### src/rtl/shift_rows_serial.sv
// Byte-serial AES ShiftRows / InvShiftRows engine with ping-pong block buffers.
// Bytes stream in column-major state order and leave in the same order, permuted.
module shift_rows_serial #(
  parameter bit INV = 1'b0
) (
  input  logic       clk,
  input  logic       rst,
  input  logic [7:0] in_byte,
  input  logic       in_valid,
  output logic       in_ready,
  output logic [7:0] out_byte,
  output logic       out_valid,
  input  logic       out_ready
);

  logic [7:0] r_buf [2][16];
  logic       r_wrSel;
  logic       r_rdSel;
  logic [3:0] r_wrCnt;
  logic [3:0] r_rdCnt;
  logic [1:0] r_full;

  logic       w_inFire;
  logic       w_outFire;
  logic [1:0] w_srcCol;
  logic [3:0] w_srcIdx;
  logic [1:0] w_fullNext;

  assign in_ready  = !r_full[r_wrSel];
  assign out_valid = r_full[r_rdSel];
  assign w_inFire  = in_valid && in_ready;
  assign w_outFire = out_valid && out_ready;

  // Output byte 4c+r reads input column c+r (or c-r for the inverse); the
  // 2-bit adder wraps the column index mod 4 for free.
  always_comb begin
    w_srcCol = INV ? (r_rdCnt[3:2] - r_rdCnt[1:0]) : (r_rdCnt[3:2] + r_rdCnt[1:0]);
    w_srcIdx = {w_srcCol, r_rdCnt[1:0]};
  end

  assign out_byte = r_buf[r_rdSel][w_srcIdx];

  // Fill and drain always target different buffers, so both updates may land together.
  always_comb begin
    w_fullNext = r_full;
    if (w_inFire && (r_wrCnt == 4'd15)) begin
      w_fullNext[r_wrSel] = 1'b1;
    end
    if (w_outFire && (r_rdCnt == 4'd15)) begin
      w_fullNext[r_rdSel] = 1'b0;
    end
  end

  always_ff @(posedge clk or posedge rst) begin
    if (rst) begin
      for (int i = 0; i < 16; i++) begin
        r_buf[0][i] <= 8'h00;
        r_buf[1][i] <= 8'h00;
      end
    end else if (w_inFire) begin
      r_buf[r_wrSel][r_wrCnt] <= in_byte;
    end
  end

  always_ff @(posedge clk or posedge rst) begin
    if (rst) begin
      r_wrSel <= 1'b0;
      r_wrCnt <= 4'd0;
      r_rdSel <= 1'b0;
      r_rdCnt <= 4'd0;
      r_full  <= 2'b00;
    end else begin
      r_full <= w_fullNext;
      if (w_inFire) begin
        r_wrCnt <= r_wrCnt + 4'd1;
        if (r_wrCnt == 4'd15) begin
          r_wrSel <= !r_wrSel;
        end
      end
      if (w_outFire) begin
        r_rdCnt <= r_rdCnt + 4'd1;
        if (r_rdCnt == 4'd15) begin
          r_rdSel <= !r_rdSel;
        end
      end
    end
  end

endmodule

### config.mk
export PLATFORM = sky130hd
export DESIGN_NAME = shift_rows_serial
export DESIGN_NICKNAME = d
export VERILOG_FILES = /design/src/rtl/shift_rows_serial.sv
export SDC_FILE = /design/constraint.sdc
export NUM_CORES = 1
export LEC_CHECK = 0
export ABC_AREA = 1
export BUFFER_PORTS_ARGS = -buffer_cell sky130_fd_sc_hd__clkbuf_2
export CORE_ASPECT_RATIO = 1.4
export CORE_MARGIN = 1.5
export CORE_UTILIZATION = 40
export CTS_CLUSTER_SIZE = 12
export DETAILED_ROUTE_END_ITERATION = 8
export PLACE_DENSITY_LB_ADDON = 0.3
export SLEW_MARGIN = 20
export SYNTH_ARGS = -nofsm -noshare
export SYNTH_HDL_FRONTEND = slang
export SYNTH_SLANG_ARGS = --single-unit
### constraint.sdc
create_clock -name clk -period 9.9 [get_ports clk]
set_input_delay 0.495 -clock clk [delete_from_list [all_inputs] [get_ports clk]]
set_output_delay 0.495 -clock clk [all_outputs]
set_load 0.05 [all_outputs]
Word-level counts from Yosys, hierarchy flattened
Index checks and enable logic that the tools add are counted.
- register bits: 268
- bits of input ports: 12
- add/subtract/negate cells: 3
- magnitude comparators: 10
- equality and inequality tests: 2
- muxes and demuxes: 21
- bitwise operators: 7
- reduce and logical (&&, ||, !) cells: 13
- operators by type and width (cell ; count):
    two-way mux 128 bit ; 4
    bitwise mux 256 bit ; 1
    demux 128 bit (select 1 bit) ; 1
    binary-select mux 8 bit (select 4 bit) ; 1
    demux 8 bit (select 4 bit) ; 1
    two-way mux 8 bit ; 3
    greater-or-equal comparator 5 bit (second input constant) ; 2
    inverter 4 -> 5 bit ; 2
    adder 4 x 1 -> 4 bit (second input constant) ; 2
    == test 4 bit (second input constant) ; 2
    logical AND 1 bit ; 8
    two-way mux 1 bit ; 6
    < comparator 5 x 1 -> 1 bit (second input constant) ; 1
    greater-or-equal comparator 2 bit (second input constant) ; 2
    < comparator 1 x 2 -> 1 bit (second input constant) ; 2
    two-way mux 2 bit ; 2
    inverter 1 -> 2 bit ; 2
    AND reduction 2 bit ; 2
    zero test 1 bit ; 3
    adder 2 bit ; 1
    bitwise AND 2 bit ; 1
    demux 1 bit (select 1 bit) ; 2
    greater-or-equal comparator 1 bit (second input constant) ; 2
    < comparator 2 x 1 -> 1 bit (second input constant) ; 1
    2 further kinds ; 2

Logic depth before layout (Yosys ltp)
Gate-level depths: netlist of run 1.
- depth in word-level cells: 8
- mapped depth: 11
- depth with buffers taken out: 9

Worst setup path before layout of run 1
OpenSTA, ideal clock, no wires.
- path type: register -> register
- start: reg r_rdSel
- end: reg r_rdSel
- setup time: 127 ps
- arrival time: 2469 ps
- data required time: 9773 ps
- setup slack: 7304 ps
- stages on the path, launching flop included: 7
- buffers on the path: 1
- cells stage by stage: dfrtp_1 -> buf_2 -> o21ai_0 -> nand2_1 -> nor2_1 -> nand3_1 -> xor2_1
- word-level cells in the longest chain between the ends: 4
- elaborated cells between the ends (all ways): 5
- RTL lines (item ; RTL line ; text):
    start, declared ; 18 ; logic r_rdSel;
    start signal, assigned ; 83 ; r_rdSel <= !r_rdSel;
    two-way mux 1 bit (implied by the code) (2 in series) ; 30 ; assign out_valid = r_full[r_rdSel];
    named net out_valid ; 12 ; output logic out_valid,
    logical AND 1 bit ; 32 ; assign w_outFire = out_valid && out_ready;
    AND reduction 2 bit (no line) ; - ;
The timed path passes the listed nets, and every way through them passes these cells. The select of a mux whose other input is x is not followed.
A chain may end at the register's enable or synchronous reset.

Worst setup path after layout of run 1
- start: reg r_rdSel
- end: out out_byte[1]
- word-level cells in the longest chain between the ends: 7
- RTL lines (item ; RTL line ; text):
    inverter 1 -> 2 bit (implied by the code) ; 41 ; assign out_byte = r_buf[r_rdSel][w_srcIdx];
    two-way mux 128 bit (implied by the code) (3 in series) ; 41 ;
    binary-select mux 8 bit (select 4 bit) ; 41 ;
    two-way mux 8 bit (implied by the code) (2 in series) ; 41 ;
    end, declared ; 11 ; output logic [7:0] out_byte,
No other way between the ends. The select of a mux whose other input is x is not followed.

==> metrics.yaml, run 1 <==
maxCapViolations: 0
drive_gt1_share_pct: 5.771
met3_usage_pct: 2.664
status: "finished clean"
syn_avg_cell_area_um2: 7.553
power-per-cell-area_nw_per_um2: 143.5
cts_buffers: 27
insertion_delay_ns: 0.55
port_buffers: 21
hold_violations: 0
grt_util_all_layers_pct: 22.93
final_util_pct: 43.52
die_h_um: 220.2
relSlewSlack_pct: 34.60
r2r_start: "r_wrSel"
grt_util_met1_pct: 28.38
initial_core_util_pct: 40.59
post_cts_buffers: 0
clock_power_share_pct: 44.6
synth_cells: 1785
drt_wl_total_um: 38290
fp-row-count: 79
die_w_um: 158.2
max_freq_ghz: 0.2250
path_max_fanout: 74
cts_buffer_depth: 3
reg2reg_to: "r_buf[120]"
coreArea_um2: 33210
antenna_found_initial: 0
gp_congestion: 0.8479
cts_resized: 0
fillers: 3395
dp_hpwl_um: 24250
switching_share_pct: 22.66
cts_root_buffer: "clkbuf_16"
seq_power_share_pct: 52.8
reg2reg_depth: 7
synth_enable_flop_cells: 0
drtIter0Drc: 899
die_area_um2: 34830
grt_max_degree: 92
hp-class: "primary input to async pin"
fin_crit_ns: 4.444
nNetsFinal: 1759
hold_slack_ns: 0.04726
synth_top_area_share_pct: 49.74
ys_seq_elements: 268
fin_crit_sh_pct: 44.88
clkTransAtPathRegs_ns: 0.06
synth_top_cell_by_area: "dfrtp_1"
ctsHoldBuffers: 0
synth_most_common_cell: "nand2_1"
via_per_inst: 5.018
critPathCaptureType: "output pin"
grtUsageMet2_pct: 39.78
p_int_mw: 1.604
cp-start-kind: "flip-flop"
syn_nets: 1803
fin_setup_tns_ns: 0
ir_drop_uv: 111.5
busiest_layer: "met2"
synth.distinct_cells: 26
maxSlewViolCount: 0
async_flop_share_pct: 100.0
antenna_left: 0
finalSetupViolCount: 0
cts_tree: "done"
cp.required_ns: 9.41
r2r_slack_ns: 7.04
first_global_vias: 10770
first_pass_iters: 7
cts.sinks: 268
cts_max_level: 1
num_io_pins: 22
vias: 11020
seq_area_frac_synth_pct: 49.74
drc_errors: 0
worstMarginPinSlew_ns: 0.9810
grt_pass1_wl_um: 61330
power_frac_comb_pct: 2.6
p_leak_nw: 6.936
ys_top_cells_by_count: "nand2_1 (573), inv_1 (269), dfrtp_1 (268)"
area_growth_pct: 7.220
rsz0062_at_grt: "no"
critPathKind: "flip-flop to output pin"
synth_warnings: 0
cp_data_arrival_time_ns: 3.95
synth_ff_type: "dfrtp_1"
synth_area_leaders: "dfrtp_1 (50%), nand2_1 (16%), nand3_1 (8.4%)"
diodes: 0
skew_ns: 0.01488
switching_power_uw: 470.1
gr-total-overflow: 0
wl_per_cell_um: 17.45
syn_area_um2: 13480
## final cells by class
| type | instances | area (um2) | share of cell area [%] |
|---|---|---|---|
| clock buffer | 35 | 725.7 | 5.020 |
| timing repair buffer | 33 | 195.2 | 1.350 |
| multi-input combinational | 1139 | 5216 | 36.09 |
| clock inverter | 3 | 17.52 | 0.1212 |
| tap | 445 | 556.8 | 3.852 |
| sequential | 268 | 6711 | 46.43 |
| inverter | 272 | 1032 | 7.141 |
## power groups by stage
stage,sequential (mW),clock (mW),combinational (mW)
final,1.10,0.925,0.0540
after global routing,1.09,0.987,0.0585
after CTS,1.10,0.944,0.0554
after detailed placement,1.12,0,0.0553
after global placement,1.12,0,0.0551
after floorplan,1.12,0,0.0261
## worst max-delay path, cell delays in order, from the launching register on
cell	delay [ns]
dfrtp_4	0.82
clkinv_2	0.76
buf_4	0.63
nand2_1	0.16
nand3_1	0.07
nand3_1	0.13
nand3_1	0.13
nand2_1	0.10
nand2_1	0.05
nand2_1	0.17
clkbuf_2	0.30
## state kept, by name, indices dropped and copies added, names as in the netlist
register	count
r_rdCnt	4
r_full	2
r_wrCnt	4
r_buf	256
r_rdSel	1
r_wrSel	1
## how the worst max path moves through the flow
stage            start          end  slack [ns]
4_1_cts        r_rdSel  out_byte[1]        5.45
5_1_grt        r_rdSel  out_byte[2]        5.16
2_1_floorplan      rst     r_buf[0]        2.02
3_3_place_gp   r_rdSel  out_byte[1]        6.04
6_report       r_rdSel  out_byte[1]        5.46
3_5_place_dp   r_rdSel  out_byte[1]        6.05
## routing by layer
layer	part of all wire (%)	routed length, um
met3	4.6	1765
met5	0	0
met4	4.5	1711
met1	41	15720
met2	50	19100
## cells by family (layout without fill, tap and decap cells)
logic type | after synthesis | after routing | share of synthesized area [%]
AOI/OAI and AO/OA | 261 | 261 | 9.717
xor gates and xnor gates | 9 | 9 | 0.5847
and+or+nand+nor | 863 | 863 | 27.83
buffers and inverters | 378 | 343 | 11.56
adders and majority gates | 6 | 6 | 0.5568
DFF | 268 | 268 | 49.74
## placed cells by master, fill, tap and decap left out, drive strengths merged
cell | synthesis | layout
nand2 | 576 | 576
inv | 271 | 270
dfrtp | 268 | 268
o21ai | 259 | 259
nand3 | 229 | 229
nor2 | 57 | 57
clkbuf | 44 | 56
buf | 62 | 12
xor2 | 9 | 9
ha | 6 | 6
clkinv | 1 | 4
a21oi | 2 | 2
nor3 | 1 | 1
clkinvlp | 0 | 1
## through the flow
stage	cells	power, mW	area, um2	worst slack, ns
global placement	2157	1.171	13710	6.044
floorplan	1785	1.142	13480	2.023
CTS	2195	2.095	14460	5.450
finish	2195	2.075	14460	5.456
detailed placement	2157	1.171	13710	6.049
global route	2195	2.140	14460	5.163
Note: power is estimated with default switching activity, not from simulation.
==> run 2, diff against run 1 <==
clock period = 4.5 ns   (was 9.9 ns; I/O delays follow)
==> run 2 against run 1 <==
Register-to-register slack got worse by 5.4 ns. Combinational power increased by 110%. Sequential share of layout area is 0.34 points lower. Global-route usage down 0.75 points. Die area is the same. Total power is 120% higher. Worst setup slack got worse by 4.8 ns. Non-clock buffer count grew 5. Critical path type unchanged. Via count is 0.65% higher. Flip-flop and latch count unchanged.
==> metrics.yaml, run 2 (synthesized netlist as in run 1, its figures left out) <==
layout_common_cells: "nand2_1 (573), inv_1 (266), dfrtp_1 (266)"
regMostFlops: "r_buf"
area_growth_pct: 8.018
largest_register_ffs: 256  # unchanged
path_max_fanout: 70  # -5.4%
reg.largest.list: "r_buf x256, r_rdCnt x4, r_wrCnt x4"
cp.required_ns: 4.28  # -5.13 ns
grt_pass1_wl_um: 59320  # -3.3%
final_util_pct: 43.85  # +0.32 points
gr-total-overflow: 0  # unchanged
critPathCaptureType: "output pin"
critPathKind: "flip-flop to output pin"
die_area_um2: 34830  # unchanged
relSlewSlack_pct: 20.74  # -14 points
antenna_left: 0  # unchanged
maxSlewViolCount: 0  # unchanged
vias: 11090  # +0.65%
grt_util_all_layers_pct: 22.18  # -0.75 points
die_w_um: 158.2  # unchanged
cp-start-kind: "flip-flop"
skew_ns: 0.009262  # -0.005616 ns
maxCapViolations: 0  # unchanged
hp-class: "primary input to flip-flop"
coreArea_um2: 33210  # unchanged
p_leak_nw: 6.987  # +0.74%
power_mw: 4.630  # +120%
clkTransAtPathRegs_ns: 0.06  # about the same
cts_root_buffer: "clkbuf_16"
via_per_inst: 5.035  # +0.33%
ir_drop_uv: 197.1  # +77%
post_cts_buffers: 0  # unchanged
insertion_delay_ns: 0.55  # about the same
finalSetupViolCount: 0  # unchanged
cts_resized: 0  # unchanged
first_pass_iters: 6  # -1
worst_slack_ns: 0.6954  # -4.761 ns
drive_gt1_share_pct: 6.090  # +0.32 points
antenna_found_initial: 0  # unchanged
cts_max_level: 1  # unchanged
rsz0062_at_grt: "no"
first_global_vias: 10620  # -1.4%
grt_max_degree: 165  # +79%
wl_per_cell_um: 16.79  # -3.8%
cts.sinks: 268  # unchanged
status: "finished clean"
cts_tree: "done"
nNetsFinal: 1764  # +0.28%
hold_violations: 0  # unchanged
cp_data_arrival_time_ns: 3.58  # -0.37 ns
diodes: 0  # unchanged
layout_commonest_cell: "nand2_1"
cts_buffers: 27  # unchanged
cts_buffer_depth: 3  # unchanged
fin_setup_tns_ns: 0  # unchanged
fin_crit_sh_pct: 84.55
num_io_pins: 22  # unchanged
ctsHoldBuffers: 1  # +1
hold_slack_ns: 0.05604  # +0.008779 ns
die_h_um: 220.2  # unchanged
initial_core_util_pct: 40.59  # unchanged
drt_wl_total_um: 36970  # -3.5%
fp-row-count: 79  # unchanged
port_buffers: 21  # unchanged
max_freq_ghz: 0.2628
drtIter0Drc: 721  # -20%
dp_hpwl_um: 22810  # -5.9%
pre_cts_slack_ns: 1.368  # -4.681 ns
drc_errors: 0  # unchanged
gp_congestion: 0.8489  # +0.12%
power-per-cell-area_nw_per_um2: 318.0  # +120%
fin_crit_ns: 3.805
worstMarginPinSlew_ns: 1.185  # +0.2040 ns
-- run 2: power breakdown --
group / leakage [nW] / switching (mW) / total, mW / internal (mW)
clock: 0.387 / 0.929 / 2.11 / 1.18
sequential: 2.75 / 0 / 2.41 / 2.41
combinational: 3.85 / 0.102 / 0.112 / 0.0100
total: 6.99 / 1.03 / 4.63 / 3.60
-- run 2: critical path, stage by stage, from the launching register on --
cell and delay [ns]:
dfrtp_4 0.87, clkinv_2 0.55, buf_12 0.36, nand2_1 0.11
nand3_1 0.07, nand3_1 0.18, nand3_1 0.16, nand2_1 0.12
nand2_1 0.06, nand2_1 0.15, clkbuf_2 0.29
-- run 2: routing by layer --
layer / share of wire [%] / up-vias / track usage [%]
met1: 42 / 5279 / 27.97
met5: 0 / - / 0
met4: 3.6 / 0 / 9.533
met3: 4.8 / 84 / 2.566
met2: 50 / 294 / 38.27
li1: - / 5430 / -
-- run 2: path summary, 6_finish.rpt --
path,end,startpoint,depth (start not counted),slack (ns)
min,r_rdCnt[0],out_ready,3,0.06
min reg2reg,r_buf[162],r_buf[162],2,0.48
min in group asynchronous,r_buf[241],rst,3,0.27
max in group asynchronous,r_rdSel,rst,4,2.81
max,out_byte[1],r_rdSel,10,0.70
max reg2reg,r_buf[10],r_wrSel,7,1.65
-- run 2: stage by stage --
step / std cells / cell area (um2)
floorplan: 1785 / 13490
global placement: 2161 / 13760
CTS: 2202 / 14560
finish: 2202 / 14560
global route: 2202 / 14560
detailed placement: 2161 / 13760
-- run 2: cell type report --
class / instances / area (um2)
clock buffers: 39 / 780.7
clock inverters: 1 / 5.005
fillers: 3385 / 18650
inverters: 272 / 1028
multi-input cells: 1139 / 5216
flip-flops and latches: 268 / 6711
well taps: 445 / 556.8
repair buffers: 38 / 264.0
